File: src/rtl/ita_div_bank.sv
// Bank of NumDiv independent restoring dividers computing saturated Numerator / divisor.
// Define ITA_DIV_BANK_RADIX4_EN to retire two quotient bits per BUSY cycle.
module ita_div_bank #(
    parameter int unsigned          NumDiv       = 4,
    parameter int unsigned          InWidth      = 16,
    parameter int unsigned          DividerWidth = 16,
    parameter int unsigned          NumWidth     = 24,
    parameter logic [NumWidth-1:0]  Numerator    = 24'h800000
) (
    input  logic                             clk_i,
    input  logic                             rst_i,
    input  logic [InWidth-1:0]               div_inp_i,
    input  logic [NumDiv-1:0]                div_valid_i,
    output logic [NumDiv-1:0]                div_ready_o,
    output logic [NumDiv-1:0]                div_valid_o,
    input  logic [NumDiv-1:0]                div_ready_i,
    output logic [NumDiv*DividerWidth-1:0]   div_oup_o
);

`ifdef ITA_DIV_BANK_RADIX4_EN
    localparam int unsigned Steps = NumWidth / 2;
`else
    localparam int unsigned Steps = NumWidth;
`endif
    localparam int unsigned CntWidth = $clog2(Steps + 1);
    localparam logic [NumWidth-1:0] MaxQuo = NumWidth'({DividerWidth{1'b1}});

    typedef enum logic [1:0] {StIdle, StBusy, StDone} state_e;

    for (genvar g = 0; g < NumDiv; g++) begin : g_lane
        state_e                   state_q;
        logic [InWidth-1:0]       div_q;
        logic [InWidth:0]         rem_q;
        // Dividend bits shift out at the top while quotient bits shift in at the bottom.
        logic [NumWidth-1:0]      dq_q;
        logic [CntWidth-1:0]      cnt_q;
        logic [DividerWidth-1:0]  oup_q;

        logic [InWidth:0]         trial_a, rem_a, rem_n;
        logic                     bit_a;
        logic [NumWidth-1:0]      dq_n;
        logic                     sat;
`ifdef ITA_DIV_BANK_RADIX4_EN
        logic [InWidth:0]         trial_b, rem_b;
        logic                     bit_b;
`endif

        always_comb begin
            trial_a = {rem_q[InWidth-1:0], dq_q[NumWidth-1]};
            bit_a   = rem_q[InWidth] | (trial_a >= {1'b0, div_q});
            rem_a   = bit_a ? (trial_a - {1'b0, div_q}) : trial_a;
`ifdef ITA_DIV_BANK_RADIX4_EN
            trial_b = {rem_a[InWidth-1:0], dq_q[NumWidth-2]};
            bit_b   = rem_a[InWidth] | (trial_b >= {1'b0, div_q});
            rem_b   = bit_b ? (trial_b - {1'b0, div_q}) : trial_b;
            rem_n   = rem_b;
            dq_n    = {dq_q[NumWidth-3:0], bit_a, bit_b};
`else
            rem_n   = rem_a;
            dq_n    = {dq_q[NumWidth-2:0], bit_a};
`endif
            sat     = dq_n > MaxQuo;
        end

        always_ff @(posedge clk_i or posedge rst_i) begin
            if (rst_i) begin
                state_q <= StIdle;
                div_q   <= '0;
                rem_q   <= '0;
                dq_q    <= '0;
                cnt_q   <= '0;
                oup_q   <= '0;
            end else begin
                unique case (state_q)
                    StIdle: begin
                        if (div_valid_i[g]) begin
                            div_q <= div_inp_i;
                            rem_q <= '0;
                            dq_q  <= Numerator;
                            cnt_q <= CntWidth'(Steps - 1);
                            if (div_inp_i == '0) begin
                                oup_q   <= '1;
                                state_q <= StDone;
                            end else begin
                                state_q <= StBusy;
                            end
                        end
                    end
                    StBusy: begin
                        rem_q <= rem_n;
                        dq_q  <= dq_n;
                        cnt_q <= cnt_q - CntWidth'(1);
                        if (cnt_q == '0) begin
                            oup_q   <= sat ? '1 : dq_n[DividerWidth-1:0];
                            state_q <= StDone;
                        end
                    end
                    StDone: begin
                        if (div_ready_i[g]) begin
                            state_q <= StIdle;
                        end
                    end
                    default: state_q <= StIdle;
                endcase
            end
        end

        assign div_ready_o[g] = (state_q == StIdle);
        assign div_valid_o[g] = (state_q == StDone);
        assign div_oup_o[g*DividerWidth +: DividerWidth] = oup_q;
    end

endmodule

File: config.mk
export PLATFORM = sky130hd
export DESIGN_NAME = ita_div_bank
export DESIGN_NICKNAME = d
export VERILOG_FILES = /design/src/rtl/ita_div_bank.sv
export SDC_FILE = /design/constraint.sdc
export NUM_CORES = 1
export LEC_CHECK = 0
export ABC_AREA = 1
export BUFFER_PORTS_ARGS = -buffer_cell sky130_fd_sc_hd__buf_4
export CAP_MARGIN = 5
export CORE_MARGIN = 3
export CORE_UTILIZATION = 30
export CTS_BUF_LIST = sky130_fd_sc_hd__clkbuf_8
export CTS_CLUSTER_SIZE = 30
export DETAILED_ROUTE_END_ITERATION = 10
export PLACE_DENSITY = 0.5
export SYNTH_ARGS = -nofsm -noshare
export SYNTH_HDL_FRONTEND = slang
export SYNTH_SLANG_ARGS = --single-unit
File: constraint.sdc
create_clock -name clk_i -period 27.2 [get_ports clk_i]
set_input_delay 1.36 -clock clk_i [delete_from_list [all_inputs] [get_ports clk_i]]
set_output_delay 1.36 -clock clk_i [all_outputs]
set_load 0.01 [all_outputs]
==> flow_summary_export.csv, run 1 <==
group,metric,value,unit
placed_design,hpwlAfterDp,32000,µm
worst_setup_path,crit_path_frequent_cell,"inv_2",
sta,finalSetupViolCount,0,
worst_setup_path,cp.required,27.73,ns
worst_setup_path,critical-path-top-delay-family,"simple AND/OR/NAND/NOR gates",
global_routing,antenna_found_initial,1,
worst_setup_path,rrSetupSlack,23.76,ns
cts,cts.reportedPaths.clkPinSlew,0.06,ns
synth,synth_top_family_by_area,"simple AND/OR/NAND/NOR gates",
global_routing,grt_max_degree,133,
drt,route.detailed.drc,0,
outcome,outcome,"completed",
worst_setup_path,critPathCaptureType,"flop",
global_routing,busiest_layer,"met2",
sta,skew,0.0276,ns
die,ios,98,
die,die_h,251,µm
synth,yosys_warnings,0,
synth,seq_area_frac_synth,44.5,%
global_routing,grt_use_total,14.8,%
synth,synth_top_area_share,44.5,%
die,initial_core_util,30.4,%
worst_setup_path,crit_type,"flop to flop",
cts,cts_resized,0,
sta,fmax,290,MHz
drt,wl_per_cell,13.8,µm
sta,final.min_clock_period,3.44,ns
cts,cts.sinks,320,
sta,slew_violations,0,
global_routing,use_met3,2.26,%
worst_setup_path,arrival,3.98,ns
global_routing,gr-total-overflow,0,
synth,synth_cells,2383,
global_routing,grtUsageMet2,23.8,%
synth,yosys-top-cells-area,"dfrtp_1 (45%), nand2_1 (14%), inv_1 (9.3%), nand3_1 (5.3%), ha_1 (5.0%)",
synth,synth_fa_ha_area_share,5.45,%
cts,clk_path_buf_depth,3,
die,rows,89,
synth,synth_top_area_cell,"dfrtp_1",
synth,yosys.area_share.simple,26.7,%
sta,relSlewSlack,33.0,%
cts,cts_buffers,59,
global_routing,grt_pass1_wl,77100,µm
die,coreArea,59100,µm²
sta,rsz0062_at_grt,"no",
cts,ctsHoldBuffers,0,
worst_setup_path,cp-start-kind,"flop",
cts,worst_skew_pair.late_latency,0.65,ns
synth,synthXorXnorAreaFrac,1.46,%
placed_design,numPortBuffers,97,
sta,worst_hold_slack,0.468,ns
cts,cts_tree,"yes",
sta,fin_setup_tns,0,ns
drt,vias_per_cell,4.60,
sta,period_share,12.7,%
die,die_width,251,µm
worst_setup_path,critPathBufInv,3,
finish,drive_gt1_share,11.3,%
synth,muxShareOfSynthArea,0.0556,%
drt,ant_nets,0,
min_path,holdCritPathClass,"flop to flop",
synth,ys_types,46,
drt,vias,15200,
placed_design,place_congestion,0.882,
finish,nets,2585,
synth,syn-cell-area,18000,µm²
worst_setup_path,crit_path_max_incr_delay,0.75,ns
global_routing,grt_pass1_vias,15300,
synth,ys_ff_latch,320,
worst_setup_path,path_cells,"inv_2 -> nor2_2 -> inv_2 -> nand2_2 -> inv_1 -> nor3_1 -> nand2_1 -> a21boi_0 -> o21ai_1",
global_routing,gr-usage-met1,20.2,%
cts,root_buffer,"clkbuf_8",
sta,max_slew.worst_pin.slew,1.00,ns
die,die-area,62900,µm²
cts,cts_setup_buffers,0,
drt,dr.pass1.iters,5,
synth,syn_nets,2485,
synth,synth_compound_area_share,10.1,%
worst_setup_path,cp_slowest_cell,"nor2_2",
cts,htree_levels,2,
finish,area_growth_syn_to_layout,14.9,%
worst_setup_path,cp_max_fo,29,
sta,hold_violations,0,
synth,synth.avg_cell_area,7.55,µm²
drt,drt_iter0_drc,882,
drt,drt_wl_total,45600,µm
flow_run,max-cap-violations,0,
==> cells in the mapped netlist, drive strengths merged <==
cell type and instances:
a21boi 4, a21oi 99, a22oi 2, a31oi 4, and2 9, buf 40, clkbuf 29, clkinv 2
dfrtp 320, fa 4, ha 72, inv 463, mux2i 1, nand2 688, nand3 195, nand3b 6
nand4 25, nor2 152, nor3 22, nor4 1, o211ai 6, o21ai 93, o21bai 4, o22ai 94
o31ai 5, o32ai 1, or2 12, xnor2 21, xor2 9
==> worst reg2reg max path: cells and delay by family (launching register included) <==
kind	cells	cell delay [ns]
AND/OR/NAND/NOR	4	1.66
AO/OA/AOI/OAI	2	0.24
buffers and inverters	3	1.01
flip-flops	1	0.42
==> kinds of logic after synthesis <==
| family | after synthesis |
|---|---|
| compound gates | 312 |
| simple gates | 1110 |
| flops | 320 |
| fa+ha+maj | 76 |
| buf+inv | 534 |
| mux | 1 |
| xor+xnor | 30 |
==> layer usage <==
layer / vias up / part of all wire (%)
li1: 7695 / -
met1: 7170 / 49
met2: 246 / 44
met3: 81 / 4.2
met4: 0 / 2.8
met5: - / 0
==> cell type report <==
cell class	instances	area, µm²
diodes	1	2.50
clock buffers	68	936
multi-input cells	1529	7870
clock inverters	39	317
fillers	6258	38500
flip-flops and latches	320	8010
inverters	465	1750
well taps	773	967
repair buffers	108	811
==> worst paths after layout <==
path / start / end / cells after the start
hold / removal: g_lane[0].cnt_q[4] / g_lane[0].cnt_q[4] / 1
setup reg to reg: g_lane[0].state_q[0] / g_lane[0].cnt_q[4] / 9
max in group asynchronous: rst_i / g_lane[2].cnt_q[4] / 4
hold reg to reg: g_lane[0].cnt_q[4] / g_lane[0].cnt_q[4] / 1
min in group asynchronous: rst_i / g_lane[0].dq_q[10] / 2
setup / recovery: g_lane[0].state_q[0] / g_lane[0].cnt_q[4] / 9
==> cells in the final DEF, fill, tap and decap left out, drive strengths merged, types with 21 or more instances in the layout <==
cell	n
a21oi	99
buf	108
clkbuf	68
dfrtp	320
ha	72
inv	480
nand2	688
nand3	195
nand4	25
nor2	152
nor3	22
o21ai	93
o22ai	94
xnor2	21
==> sequential cells by signal (all words and copies together), names as in the netlist <==
register	cells
g_lane.dq_q	96
g_lane.state_q	8
g_lane.div_q	64
g_lane.cnt_q	20
g_lane.oup_q	64
g_lane.rem_q	68
==> metrics by stage <==
stage / std cells / setup slack (ns) / area (µm²) / utilization [%]
2_1_floorplan: 2383 / 16.98 / 18000 / -
3_5_place_dp: 3195 / 23.24 / 19400 / 32.8
5_1_grt: 3303 / 23.37 / 20700 / 34.9
6_report: 3303 / 23.76 / 20700 / 34.9
3_3_place_gp: 3195 / 23.32 / 19400 / 32.8
4_1_cts: 3302 / 23.65 / 20700 / 34.9
Power of run 1 is left out: the tool's default activity adds up to more than one toggle a clock period on the data nets, which glitch-free logic cannot reach.
==> run 2, diff against run 1 <==
--- a/config.mk
+++ b/config.mk
@@ -5,7 +5,7 @@
 export SDC_FILE = /design/constraint.sdc
 export NUM_CORES = 1
 export LEC_CHECK = 0
-export ABC_AREA = 1
+export ABC_AREA = 0
 export BUFFER_PORTS_ARGS = -buffer_cell sky130_fd_sc_hd__buf_4
 export CAP_MARGIN = 5
 export CORE_MARGIN = 3
==> constraint.sdc (replaced) <==
create_clock -name clk_i -period 3.61 [get_ports clk_i]
set_input_delay 0.1805 -clock clk_i [delete_from_list [all_inputs] [get_ports clk_i]]
set_output_delay 0.1805 -clock clk_i [all_outputs]
set_load 0.01 [all_outputs]
==> flow_summary_export.csv, run 2 <==
group,metric,value,unit
worst_setup_path,r2r_cells,8,
synth,seq_area_frac_synth,49.0,%
worst_setup_path,path_cells,"ha_1 -> and4_1 -> nand4_1 -> nand2_1 -> o32a_1 -> buf_4 -> mux2i_1 -> o21ai_1",
synth,synth.avg_cell_area,9.47,µm²
synth,syn_nets,1827,
synth,synth.most_common_cell,"dfrtp_1",
die,die-area,57300,µm²
global_routing,grt_pass1_vias,13200,
placed_design,place_area,17800,µm²
finish,multi_input_area,7570,µm²
power,pwr-share-clk,17.1,%
cts,clk_path_buf_depth,3,
sta,skew,0.0200,ns
placed_design,numPortBuffers,97,
die,initial_core_util,30.7,%
worst_setup_path,critPathCaptureType,"flop",
cts,htree_levels,2,
drt,ant_nets,0,
finish,design_area,19300,µm²
die,ios,98,
synth,yosys_warnings,0,
synth,synth_top_area_share,49.0,%
global_routing,antenna_found_initial,0,
drt,drt_iter0_drc,714,
finish,nets,1942,
global_routing,gr-total-overflow,0,
synth,netlist_top_cells_count,"dfrtp_1 (320), nand2_1 (293), o21ai_0 (153)",
synth,ys_types,74,
sta,finalSetupViolCount,0,
placed_design,place_congestion,0.858,
worst_setup_path,cp.required,4.10,ns
worst_setup_path,r2r-start,"g_lane[2].rem_q[9]",
cts,cts_buffers,59,
finish,drive_gt1_share,13.1,%
drt,drt_wl_total,41200,µm
min_path,holdPathStages,3,
finish,antenna_cells,0,
finish,area_growth_syn_to_layout,18.0,%
die,die_h,239,µm
synth,synth_edf_count,0,
synth,synth_top_area_cell,"dfrtp_1",
cts,cts_tree,"yes",
cts,cts.sinks,320,
sta,relSlewSlack,30.9,%
finish,layout_commonest_cell,"dfrtp_1",
min_path,holdCritPathClass,"input port to flop",
power,pwr-share-seq,29.4,%
power,combPwrFrac,53.5,%
finish,reg_top3,"g_lane.dq_q: 96 flops, g_lane.rem_q: 68 flops",
global_routing,grt_max_degree,93,
die,coreArea,53200,µm²
sta,fmax,350,MHz
finish,num-fill-cells,5395,
sta,slew_violations,0,
power,power_switching,9.20,mW
drt,route.detailed.drc,0,
sta,rsz0062_at_grt,"no",
drt,wl_per_cell,16.0,µm
finish,regMostFlops,"g_lane.dq_q",
finish,final_util,36.2,%
die,rows,84,
synth,syn-cell-area,16300,µm²
drt,vias_per_cell,5.04,
placed_design,hpwlAfterDp,27500,µm
worst_setup_path,cp_slowest_cell,"o32a_1",
sta,fin_setup_tns,0,ns
cts,root_buffer,"clkbuf_8",
synth,yosys_most_used_dff,"dfrtp_1",
cts,cts_setup_buffers,0,
power,powerDensity,1100,nW/µm²
min_path,hold_path_end,"g_lane[3].cnt_q[2]",
sta,worst_hold_slack,0.101,ns
finish,final_cell_mix,"dfrtp_1 (320), nand2_1 (293), o21ai_0 (153), buf_4 (128), inv_1 (107)",
synth,synthArstFlopShare,100,%
power,switching_share,43.2,%
outcome,outcome,"completed",
power,power.leakage,8.76,nW
drt,dr.pass1.iters,5,
die,die_width,239,µm
synth,synth_cells,1725,
synth,ys_ff_latch,320,
power,p_int,12.1,mW
worst_setup_path,rrSetupSlack,0.75,ns
worst_setup_path,crit_path_max_incr_delay,0.72,ns
worst_setup_path,r2r_end,"g_lane[2].rem_q[4]",
worst_setup_path,cp-start-kind,"flop",
finish,largest_reg_flops,96,
worst_setup_path,critPathBufInv,1,
worst_setup_path,arrival,3.35,ns
cts,cts.reportedPaths.clkPinSlew,0.06,ns
cts,worst_skew_pair.late_latency,0.64,ns
global_routing,grt_pass1_wl,69400,µm
worst_setup_path,crit_type,"flop to flop",
power,peakVddDrop,0.345,mV
worst_setup_path,cp_max_fo,18,
sta,max_slew.worst_pin.slew,1.04,ns
global_routing,grt_use_total,14.6,%
min_path,worstHoldStart,"div_valid_i[3]",
sta,hold_violations,0,
sta,final.min_clock_period,2.86,ns
synth,yosys-top-cells-area,"dfrtp_1 (49%), nand2_1 (6.7%), ha_1 (5.5%), o21ai_0 (4.7%), nand3_1 (2.8%)",
flow_run,max-cap-violations,0,
drt,vias,13000,
worst_setup_path,critical-path-top-delay-family,"compound AO/OA/AOI/OAI gates",
sta,period_share,79.2,%
finish,seqCellArea,8010,µm²
-- run 2: layout make-up --
cell class	count	share of cell area, %
clock buffers	80	5.71
clock inverters	27	0.773
repair buffers	153	6.39
flip-flops and latches	320	41.6
well taps	688	4.47
multi-input cells	1214	39.3
inverters	92	1.81
-- run 2: metrics by stage --
stage          setup WS (ns)  std cells  total power, mW
6_report               0.752       2574             21.3
5_1_grt                0.519       2574             23.4
4_1_cts                0.734       2574             21.5
3_5_place_dp           0.750       2444             17.7
3_3_place_gp           0.791       2444             17.6
2_1_floorplan         -0.837       1725             14.9
-- run 2: timing repair --
action | in CTS | in global routing
hold buffers | 23 | 0
resized for setup | 0 | 0
hold endpoints to repair | 106 | 0
-- run 2: kinds of logic after synthesis --
group | share of synthesized area, %
compound gates | 19.7
mux | 0.919
simple gates | 16.1
flops | 49.0
fa+ha+maj | 6.01
xor+xnor | 3.43
buf+inv | 4.81
-- run 2: power by group through the flow --
stage	sequential (mW)	clock (mW)	combinational, mW
2_1_floorplan	6.18	0	8.69
5_1_grt	6.48	3.94	12.9
3_3_place_gp	6.29	0	11.3
4_1_cts	6.28	3.78	11.5
6_report	6.26	3.64	11.4
3_5_place_dp	6.32	0	11.4
-- run 2: how the worst max path moves through the flow --
stage                                  start                 end  slack, ns  depth (start not counted)
after floorplan                        rst_i  g_lane[0].cnt_q[0]      -0.84                          1
after global placement    g_lane[2].rem_q[9]  g_lane[2].rem_q[3]       0.79                          8
after detailed placement  g_lane[2].rem_q[9]  g_lane[2].rem_q[4]       0.75                          8
after CTS                 g_lane[2].rem_q[9]  g_lane[2].rem_q[4]       0.73                          8
after global routing      g_lane[2].rem_q[9]  g_lane[2].rem_q[9]       0.52                          8
final                     g_lane[2].rem_q[9]  g_lane[2].rem_q[4]       0.75                          8
-- run 2: layer usage --
layer  global-route usage [%]  routed length [µm]  up-vias
met1                     20.4               20100     6340
met5                        0                   0        -
met2                     23.2               18500      250
met4                     4.25                 764        0
met3                     2.61                1840       47
li1                         -                   -     6341
-- run 2: tightest hold or removal path, stage by stage --
cell and delay [ns]:
buf_4 0.09, nand2_1 0.29, nand2_1 0.14
Note: power is estimated with default switching activity, not from simulation.
==> run 3, diff against run 2 <==
--- a/config.mk
+++ b/config.mk
@@ -5,7 +5,7 @@
 export SDC_FILE = /design/constraint.sdc
 export NUM_CORES = 1
 export LEC_CHECK = 0
-export ABC_AREA = 0
+export ABC_AREA = 1
 export BUFFER_PORTS_ARGS = -buffer_cell sky130_fd_sc_hd__buf_4
 export CAP_MARGIN = 5
 export CORE_MARGIN = 3
==> constraint.sdc (replaced) <==
create_clock -name clk_i -period 2.9 [get_ports clk_i]
set_input_delay 0.145 -clock clk_i [delete_from_list [all_inputs] [get_ports clk_i]]
set_output_delay 0.145 -clock clk_i [all_outputs]
set_load 0.01 [all_outputs]
==> flow_summary_export.csv, run 3 (synthesis results as in run 1) <==
group,metric,value,unit
drt,drt_iter0_drc,810,
cts,cts.sinks,320,
finish,design_area,21100,µm²
drt,dr.pass1.iters,8,
drt,wl_per_cell,14.0,µm
sta,relSlewSlack,53.0,%
die,initial_core_util,30.4,%
outcome,outcome,"completed",
worst_setup_path,path_cells,"nand2_1 -> inv_2 -> nor2_1 -> buf_4 -> clkinv_1 -> o21ai_0 -> o21ai_0",
finish,antenna_cells,0,
global_routing,grt_use_total,15.0,%
sta,finalSetupViolCount,0,
worst_setup_path,cp.required,3.40,ns
placed_design,numPortBuffers,97,
worst_setup_path,crit_path_frequent_cell,"o21ai_0",
die,die_width,251,µm
worst_setup_path,cp_max_fo,26,
placed_design,place_area,19600,µm²
die,rows,89,
drt,ant_nets,0,
finish,regMostFlops,"g_lane.dq_q",
finish,area_growth_syn_to_layout,17.5,%
sta,worst_hold_slack,0.0605,ns
cts,cts_setup_buffers,0,
global_routing,grt_max_degree,82,
cts,htree_levels,2,
drt,drt_wl_total,46800,µm
cts,cts_buffers,60,
worst_setup_path,cp-start-kind,"flop",
worst_setup_path,critPathCaptureType,"flop",
cts,clk_path_buf_depth,3,
sta,hold_violations,0,
worst_setup_path,crit_path_max_incr_delay,0.63,ns
finish,reg_top3,"g_lane.dq_q: 96 flops, g_lane.rem_q: 68 flops",
drt,vias,15300,
die,coreArea,59100,µm²
global_routing,gr-total-overflow,0,
sta,final.min_clock_period,2.33,ns
cts,cts_tree,"yes",
global_routing,antenna_found_initial,0,
drt,vias_per_cell,4.59,
die,die-area,62900,µm²
cts,root_buffer,"clkbuf_8",
finish,nets,2626,
drt,route.detailed.drc,0,
worst_setup_path,arrival,2.83,ns
finish,drive_gt1_share,11.8,%
sta,skew,0.0341,ns
finish,layout_commonest_cell,"nand2_1",
global_routing,grt_pass1_wl,78400,µm
worst_setup_path,cp_slowest_cell,"clkinv_1",
worst_setup_path,crit_type,"flop to flop",
placed_design,hpwlAfterDp,33000,µm
sta,rsz0062_at_grt,"no",
placed_design,place_congestion,0.861,
worst_setup_path,critical-path-top-delay-family,"buffers and inverters",
min_path,holdCritPathClass,"input port to flop",
cts,worst_skew_pair.late_latency,0.67,ns
finish,final_cell_mix,"nand2_1 (656), inv_1 (464), dfrtp_1 (320), nand3_1 (191), nor2_1 (136)",
sta,slew_violations,0,
cts,cts.reportedPaths.clkPinSlew,0.06,ns
die,die_h,251,µm
cts,ctsHoldBuffers,24,
finish,largest_reg_flops,96,
die,ios,98,
sta,max_slew.worst_pin.slew,0.701,ns
worst_setup_path,critPathBufInv,3,
flow_run,max-cap-violations,0,
cts,cts_resized,0,
global_routing,grt_pass1_vias,15300,
sta,period_share,80.5,%
sta,fmax,429,MHz
==> run 3: changes by cell type in the layout (fill, tap and decap cells not counted), moves of 19 or more <==
| cell | before | now |
|---|---|---|
| a21o_1 | 25 | 0 |
| a22o_1 | 47 | 0 |
| inv_1 | 107 | 464 |
| nand2_1 | 293 | 656 |
| nand2_2 | 0 | 24 |
| nand2b_1 | 19 | 0 |
| nand3_1 | 92 | 191 |
| nor2_1 | 70 | 136 |
| o21ai_0 | 153 | 90 |
| o22a_1 | 47 | 0 |
| o22ai_1 | 3 | 94 |
| xor2_1 | 28 | 9 |
==> run 3: path summary, 6_finish.rpt <==
kind / start / to / slack, ns / depth (start not counted)
worst max-delay path: g_lane[1].state_q[0] / g_lane[1].cnt_q[0] / 0.57 / 7
worst min-delay path: div_valid_i[2] / g_lane[2].state_q[0] / 0.06 / 5
worst max register to register: g_lane[1].state_q[0] / g_lane[1].cnt_q[0] / 0.57 / 7
worst min register to register: g_lane[0].cnt_q[4] / g_lane[0].cnt_q[4] / 0.48 / 1
max in group asynchronous: rst_i / g_lane[3].rem_q[9] / 1.90 / 4
min in group asynchronous: rst_i / g_lane[2].cnt_q[1] / 0.16 / 3
==> run 3: worst reg2reg max path, stage by stage (launching register included) <==
cell and delay (ns):
dfrtp_1 0.40, nand2_1 0.11, inv_2 0.17, nor2_1 0.22
buf_4 0.30, clkinv_1 0.63, o21ai_0 0.25, o21ai_0 0.11
==> run 3: area by class of cell <==
type / instances / area, µm²
clock inverters: 32 / 253
inverters: 465 / 1750
clock buffers: 78 / 1070
repair buffers: 148 / 1220
flip-flops and latches: 320 / 8010
fillers: 6276 / 38000
multi-input cells: 1529 / 7870
well taps: 773 / 967
==> run 3: routing by layer <==
layer,routed length (µm),global-route usage [%],vias up
li1,-,-,7768
met1,22400,20.6,7234
met2,21000,24.3,270
met3,2340,2.65,77
met4,1070,4.64,0
met5,0,0,-
==> run 3: through the flow <==
step	util, %	worst slack [ns]	std cells	TNS (ns)
floorplan	-	-1.51	2383	-483.78
global placement	33.1	0.487	3211	0
detailed placement	33.1	0.500	3211	0
CTS	35.8	0.530	3345	0
global route	35.8	0.284	3345	0
finish	35.8	0.567	3345	0
Power of run 3 is left out for the same reason.
